File: config.mk
export PLATFORM = sky130hd
export DESIGN_NAME = vga_capture
export DESIGN_NICKNAME = d
export VERILOG_FILES = /design/src/rtl/vga_capture_pkg.sv /design/src/rtl/vga_capture_sync_edge_det.sv /design/src/rtl/vga_capture.sv
export SDC_FILE = /design/constraint.sdc
export NUM_CORES = 1
export LEC_CHECK = 0
export ABC_AREA = 1
export CORE_MARGIN = 2
export CORE_UTILIZATION = 35
export DETAILED_ROUTE_END_ITERATION = 10
export GPL_TIMING_DRIVEN = 1
export PLACE_DENSITY = 0.52
export REMOVE_ABC_BUFFERS = 1
export SLEW_MARGIN = 0
export SYNTH_ARGS = -nofsm -noshare
export SYNTH_HDL_FRONTEND = slang
export SYNTH_SLANG_ARGS = --single-unit
File: constraint.sdc
create_clock -name clk -period 3.2 [get_ports clk]
set_input_delay 0.48 -clock clk [delete_from_list [all_inputs] [get_ports clk]]
set_output_delay 0.48 -clock clk [all_outputs]
set_load 0.01 [all_outputs]
File: src/rtl/vga_capture_pkg.sv
// Shared 640x480 VGA timing constants and capture FSM state encoding.
package vga_capture_pkg;

    localparam int H_VIS  = 640;
    localparam int H_FP   = 16;
    localparam int H_SYNC = 96;
    localparam int H_BP   = 48;
    localparam int V_VIS  = 480;
    localparam int V_FP   = 10;
    localparam int V_SYNC = 2;
    localparam int V_BP   = 33;

    localparam int H_TOTAL = H_VIS + H_FP + H_SYNC + H_BP;
    localparam int V_TOTAL = V_VIS + V_FP + V_SYNC + V_BP;

    typedef enum logic [1:0] {
        SEARCH = 2'd0,
        HLOCK  = 2'd1,
        LOCKED = 2'd2
    } state_t;

endpackage

File: src/rtl/vga_capture_sync_edge_det.sv
// Samples one sync line on the pixel strobe and flags its leading edge.
module sync_edge_det #(
    parameter logic POL = 1'b1
) (
    input  logic clk,
    input  logic reset_n,
    input  logic p_tick,
    input  logic level,
    output logic lead
);

    logic prev;

    always_ff @(posedge clk) begin
        if (!reset_n)
            prev <= ~POL;
        else if (p_tick)
            prev <= level;
    end

    assign lead = p_tick && (level == POL) && (prev != POL);

endmodule

File: src/rtl/vga_capture.sv
// VGA stream receiver: locks to hsync/vsync, rebuilds pixel coordinates,
// strobes visible pixels and counts sync-timing violations.
module vga_capture
    import vga_capture_pkg::*;
#(
    parameter int   HD       = H_VIS,
    parameter int   HF       = H_FP,
    parameter int   HR       = H_SYNC,
    parameter int   HB       = H_BP,
    parameter int   VD       = V_VIS,
    parameter int   VF       = V_FP,
    parameter int   VR       = V_SYNC,
    parameter int   VB       = V_BP,
    parameter logic SYNC_POL = 1'b1
) (
    input  logic       clk,
    input  logic       reset_n,
    input  logic       p_tick,
    input  logic       hsync,
    input  logic       vsync,
    input  logic [2:0] rgb,
    output logic       pix_valid,
    output logic [9:0] pix_x,
    output logic [9:0] pix_y,
    output logic [2:0] pix_rgb,
    output logic       frame_start,
    output logic       locked,
    output logic       sync_err,
    output logic [7:0] err_cnt
);

    localparam int HT = HD + HF + HR + HB;
    localparam int VT = VD + VF + VR + VB;

    localparam logic [9:0] H_LAST = 10'(HT - 1);
    localparam logic [9:0] V_LAST = 10'(VT - 1);
    localparam logic [9:0] H_LOAD = 10'(HD + HF);
    localparam logic [9:0] V_LOAD = 10'(VD + VF);
    localparam logic [9:0] H_END  = 10'(HD);
    localparam logic [9:0] V_END  = 10'(VD);

    state_t     state;
    state_t     state_next;
    logic [9:0] h_cnt;
    logic [9:0] v_cnt;
    logic [9:0] h_adv;
    logic [9:0] v_adv;
    logic [9:0] h_next;
    logic [9:0] v_next;
    logic       h_lead;
    logic       v_lead;
    logic       h_wrap;
    logic       h_err;
    logic       v_err;
    logic       viol;
    logic       vis;

    sync_edge_det #(.POL(SYNC_POL)) u_hedge (
        .clk     (clk),
        .reset_n (reset_n),
        .p_tick  (p_tick),
        .level   (hsync),
        .lead    (h_lead)
    );

    sync_edge_det #(.POL(SYNC_POL)) u_vedge (
        .clk     (clk),
        .reset_n (reset_n),
        .p_tick  (p_tick),
        .level   (vsync),
        .lead    (v_lead)
    );

    always_comb begin
        h_wrap = (h_cnt == H_LAST);
        h_adv  = h_wrap ? '0 : h_cnt + 10'd1;
        v_adv  = v_cnt;
        if (h_wrap)
            v_adv = (v_cnt == V_LAST) ? '0 : v_cnt + 10'd1;
    end

    always_ff @(posedge clk) begin
        if (!reset_n)
            state <= SEARCH;
        else
            state <= state_next;
    end

    // An edge and the expected count must agree in both directions.
    always_comb begin
        state_next = state;
        h_next     = h_adv;
        v_next     = v_adv;
        h_err = p_tick && (state != SEARCH)
              && (h_lead != (h_adv == H_LOAD));
        v_err = p_tick && (state == LOCKED)
              && (v_lead != (h_wrap && v_adv == V_LOAD));
        viol  = h_err || v_err;
        unique case (state)
            SEARCH: begin
                if (h_lead) begin
                    h_next     = H_LOAD;
                    state_next = HLOCK;
                end
            end
            HLOCK: begin
                if (h_err) begin
                    state_next = SEARCH;
                end else if (v_lead) begin
                    v_next     = V_LOAD;
                    state_next = LOCKED;
                end
            end
            LOCKED: begin
                if (viol)
                    state_next = SEARCH;
            end
            default: state_next = SEARCH;
        endcase
        if (!p_tick) begin
            state_next = state;
            h_next     = h_cnt;
            v_next     = v_cnt;
        end
    end

    always_comb begin
        locked = (state == LOCKED);
        vis    = p_tick && (state == LOCKED) && !viol
               && (h_next < H_END) && (v_next < V_END);
    end

    always_ff @(posedge clk) begin
        if (!reset_n) begin
            h_cnt       <= '0;
            v_cnt       <= '0;
            pix_valid   <= 1'b0;
            frame_start <= 1'b0;
            sync_err    <= 1'b0;
            err_cnt     <= '0;
            pix_x       <= '0;
            pix_y       <= '0;
            pix_rgb     <= '0;
        end else begin
            h_cnt       <= h_next;
            v_cnt       <= v_next;
            pix_valid   <= vis;
            frame_start <= vis && (h_next == '0) && (v_next == '0);
            sync_err    <= viol;
            if (viol && (err_cnt != 8'hFF))
                err_cnt <= err_cnt + 8'd1;
            if (vis) begin
                pix_x   <= h_next;
                pix_y   <= v_next;
                pix_rgb <= rgb;
            end
        end
    end

endmodule

* Yosys cells after proc, flatten, opt, wreduce, memory -nomap -nowiden *
Index checks and enable logic that the tools add are counted.

word-level totals
  register bits after elaboration = 58
  output and inout bits = 35
  logic and storage cells = 68

operators by class
  add/subtract/negate cells = 3
  magnitude comparators = 2
  equal/unequal tests = 12
  muxes and demuxes = 15
  bitwise operators = 2
  reductions and logical operators = 22

operators by type and width
  operator                 number
  $mux W10                 10
  $eq A10 B10 Y1 const B   3
  $add A10 B1 Y10 const B  2
  $logic_not A10 Y1        2
  $logic_and A1 B1 Y1      15
  $eq A10 B9 Y1 const B    1
  $lt A10 B10 Y1 const B   1
  $lt A10 B9 Y1 const B    1
  $add A8 B1 Y8 const B    1
  $mux W2                  4
  $ne A8 B8 Y1 const B     1
  $pmux W2 S3              1
  $reduce_and A4 Y1        1
  $ne A3 B3 Y1 const B     1
  $eq A2 B1 Y1 const B     1
  $eq A2 B2 Y1 const B     1
  $logic_not A2 Y1         1
  $ne A1 B1 Y1             2
  $ne A2 B1 Y1 const B     1
  $ne A2 B2 Y1 const B     1
  $not A1 Y1               2
  $reduce_bool A2 Y1       1
  $logic_not A1 Y1         1
  $logic_or A1 B1 Y1       1

* Depth between registers and ports, before layout *
  word-level depth = 14
  gate-level depth with buffers = 21
  depth with buffers taken out = 20

* Hierarchy *
Synthesis repeated with hierarchy kept, for this count alone.

second synthesis, totals
  cells, all modules = 521
  area total of the unflattened synthesis = 3458.3 sq um

modules (own cells, without submodules)
  module         times used  cells each  area each (sq um)
  vga_capture    1           507         3363.2
  sync_edge_det  2           7           47.5

* Least setup slack after synthesis *
Ideal clock, no wire load.

  path type = register to register
  start point = register h_cnt[0]
  end point = register pix_rgb[0]
  arrival time = 2255 ps
  required time = 3085 ps
  setup slack = 830 ps
  cell stages (with the launch flop) = 19
  buffers on the path = 3
  clock period less this slack = 2370 ps
  cell sequence = dfxtp_1 -> ha_1 -> nand2_2 -> nor2_4 -> nand2_2 -> buf_6 -> nand3_2 -> nor2_2 -> nand3_1 -> nand3_2 -> nand3_2 -> buf_6 -> nand2_2 -> nand2_2 -> nor2_2 -> nand2_4 -> buf_6 -> a21oi_1 -> nor2_1

on the way
  word-level cells in the longest chain between the ends = 11
  elaborated cells between the ends (all ways) = 25
  those cells by class = add/sub (1); order compare (2); eq/ne (5); mux (9); reduce/logical (8)

RTL lines
  what                                                                      line                text
  start, declared                                                           vga_capture.sv:44   logic [9:0] h_cnt;
  start signal, assigned                                                    vga_capture.sv:145  h_cnt <= h_next;
  parallel branches: the longest is 10 deep, another holds $add A10 B1 Y10  -
  $logic_and A1 B1 Y1 *                                                     vga_capture.sv:130  && (h_next < H_END) && (v_next < V_END);
  end signal, assigned                                                      vga_capture.sv:155  pix_rgb <= rgb;
  end, declared                                                             vga_capture.sv:25   output logic [2:0] pix_rgb,

Mark *: on every way between the ends.
A chain may end at the register's enable or synchronous reset.

* Worst setup path after layout *
  start point = register h_cnt[0]
  end point = register pix_x[7]

on the way
  word-level cells in the longest chain between the ends = 11
  elaborated cells between the ends (all ways) = 25
  those cells by class = add/sub (1); order compare (2); eq/ne (5); mux (9); reduce/logical (8)

RTL lines
  what                                                                      line                text
  parallel branches: the longest is 11 deep, another holds $add A10 B1 Y10  -
  end signal, assigned                                                      vga_capture.sv:153  pix_x <= h_next;
  end, declared                                                             vga_capture.sv:23   output logic [9:0] pix_x,

Parallel ways; which one is timed is not known.

==> results.json <==
{
  "postRouteAntennaNets": 0,
  "fp.dieW_um": 101,
  "synth_warnings": 0,
  "grt_pass1_vias": 3117,
  "num_vias": 3356,
  "reg2reg_setup_slack_ns": 0.34,
  "synth.avg_cell_area_um2": 6.41,
  "cts_tree": "built",
  "min_to": "pix_y[9]",
  "cts.htree.levels": 3,
  "synth_cell_type_count": 34,
  "drt-initial-drc-count": 126,
  "whs_path_depth": 2,
  "synth-seq-area-share": 0.350,
  "vias_per_cell": 4.94,
  "finalHoldViolations": 0,
  "r2r_end": "pix_x[7]",
  "r2r-start": "h_cnt[0]",
  "max_freq_mhz": 350,
  "drive_above_1_share": 0.107,
  "grt-busiest-layer": "met2",
  "worst-path-max-fanout": 24,
  "worstHoldStart": "pix_y[9]",
  "io_pins": 43,
  "antenna_cells": 0,
  "fin_crit_ns": 2.86,
  "cap_violations": 0,
  "yosysTopAreaCell": "dfxtp_1",
  "endpoint_kind": "register",
  "grt_max_degree": 38,
  "wl_per_cell_um": 13.4,
  "powerDensity_nw_per_um2": 394,
  "cp-start-kind": "register",
  "area_delta_synth_final_pct": 22.5,
  "whs_ns": 0.449,
  "syn_area_um2": 3320,
  "relSlewSlack": 0.554,
  "ys.flop_type": "dfxtp_1",
  "gr-usage-met1": 0.250,
  "port_buffers": 42,
  "path_clk_slew_ns": 0.07,
  "fin_crit_sh": 0.893,
  "track_usage": 0.188,
  "synth_seq_cells": 58,
  "slew_violations": 0,
  "final_util": 0.441,
  "core-area_um2": 9200,
  "synthArstFlopShare": 0,
  "rr_worst_depth": 18,
  "gr-total-overflow": 0,
  "cp.arrival_ns": 3.10,
  "cts-root-buf": "clkbuf_8",
  "p_leak_nw": 1.76,
  "yosys.area.top_type_share": 0.350,
  "tightest_slew_ns": 0.668,
  "initial_core_util": 0.361,
  "dr.pass1.iters": 4,
  "grt_antenna_before_repair": 0,
  "die_height_um": 101,
  "rsz0062_at_grt": "yes",
  "use_met2": 0.294,
  "setup_viol": 0,
  "fill_cells": 979,
  "clk_latency_ns": 0.34,
  "rows": 35,
  "cts_buffers": 9,
  "die_area_um2": 10300,
  "peakVddDrop_mv": 0.222,
  "critPathKind": "register to register",
  "synth_cells": 517,
  "nets": 576,
  "clockBufferDepth": 2,
  "dp_hpwl_um": 6790,
  "use_met3": 0.0518,
  "cp.required_ns": 3.44,
  "synth_area_leaders": "dfxtp_1 35%, nand2_1 15%, nor2_1 9.6%",
  "drc": 0,
  "grt_pass1_wl_um": 15100,
  "clock_sinks": 58,
  "routed_wl_um": 9110,
  "fin_skew_ns": 0.00674,
  "place_congestion": 0.858,
  "hold_path_class": "register to register",
  "status": "completed",
  "synth_edf_count": 0
}
[layer usage]
metal | part of all wire | vias up
met3 | 0.054 | 8
met2 | 0.44 | 79
met1 | 0.50 | 1532
met4 | 0.012 | 0
li1 | - | 1737
met5 | 0 | -
[stage by stage]
stage | cell area [um^2] | worst slack [ns] | TNS [ns] | cells | power [mW]
after CTS | 4050 | 0.142 | 0 | 678 | 1.62
after global routing | 4060 | -0.0273 | -0.0420 | 679 | 1.67
final | 4060 | 0.341 | 0 | 679 | 1.60
after detailed placement | 3850 | 0.158 | 0 | 663 | 0.930
after floorplan | 3180 | 0.0258 | 0 | 497 | 0.866
after global placement | 3850 | 0.135 | 0 | 663 | 0.931
[sequential cells by signal, summed over array words and instances, names as in the netlist]
signal,cells
sync_err,1
pix_rgb,3
err_cnt,8
frame_start,1
h_cnt,10
pix_y,10
pix_valid,1
u_vedge.prev,1
pix_x,10
state,2
u_hedge.prev,1
v_cnt,10
[synth_stat cells, types with 5 or more instances]
master and number:
a21oi_1 37, buf_2 6, buf_6 5, clkbuf_1 6, dfxtp_1 58, inv_1 51, nand2_1 132, nand2_2 11
nand3_1 52, nand3_2 5, nand3b_1 5, nand4_1 7, nor2_1 85, nor2_2 9, nor3_1 5, o21ai_0 8
xor2_1 6
[worst max-delay path, stage by stage, from the launching register on]
cell	delay (ns)
dfxtp_2	0.39
ha_1	0.20
nand2_2	0.12
nor2_4	0.18
nand2_2	0.14
buf_4	0.20
nand2_1	0.08
nand2_1	0.06
nor2_1	0.12
nand2_1	0.06
nor2_1	0.13
nand4_1	0.12
nand3_2	0.14
nand3_1	0.09
nor2_2	0.17
buf_4	0.30
nand3_1	0.14
nand2_1	0.09
nor2_1	0.04
[final cells by class]
cell class | count | area [um^2] | share of cell area
multi-input cells | 384 | 1820 | 0.449
flip-flops and latches | 58 | 1160 | 0.286
repair buffers | 56 | 538 | 0.133
inverters | 55 | 206 | 0.0508
well taps | 111 | 139 | 0.0342
clock buffers | 10 | 138 | 0.0339
clock inverters | 5 | 55.1 | 0.0136
[what timing repair did]
action                     in CTS  in global routing
buffers inserted                0                  1
gates resized for setup         0                  2
setup endpoints to repair       0                 25
hold buffers                    0                  0
[cell families (layout without fill, tap and decap cells)]
group                      count (synthesis)  after routing  synth area share
buffers and inverters                     75            126             0.102
DFF                                       58             58             0.350
and+or+nand+nor                          316            316             0.422
AOI/OAI and AO/OA                         57             57            0.0925
adders and majority gates                  4              4            0.0151
xor gates and xnor gates                   7              7            0.0185
[power breakdown]
part / internal [mW] / switching, mW / total [mW]
registers: 0.738 / 0.0195 / 0.758
logic: 0.0584 / 0.0973 / 0.156
clock network: 0.373 / 0.314 / 0.687
total: 1.17 / 0.431 / 1.60
[cells in the final DEF, fill, tap and decap left out, types with 10 or more instances in the layout]
cell type / n
nand2_1: 132
clkbuf_8: 10
nand3_1: 52
clkdlybuf4s50_1: 42
nand2_2: 11
a21oi_1: 37
nor2_1: 85
inv_1: 51
buf_4: 13
dfxtp_1: 57
[worst max path at each step]
stage          startpoint          end  slack [ns]  cells past startpoint
2_1_floorplan    h_cnt[0]     pix_x[4]        0.03                     18
3_3_place_gp       p_tick  frame_start        0.13                     17
3_5_place_dp     h_cnt[0]     pix_x[7]        0.16                     19
4_1_cts          h_cnt[0]     pix_x[7]        0.14                     19
5_1_grt          h_cnt[0]     pix_x[4]       -0.03                     17
6_report         h_cnt[0]     pix_x[7]        0.34                     18
Power figures use the tool's default switching activity.
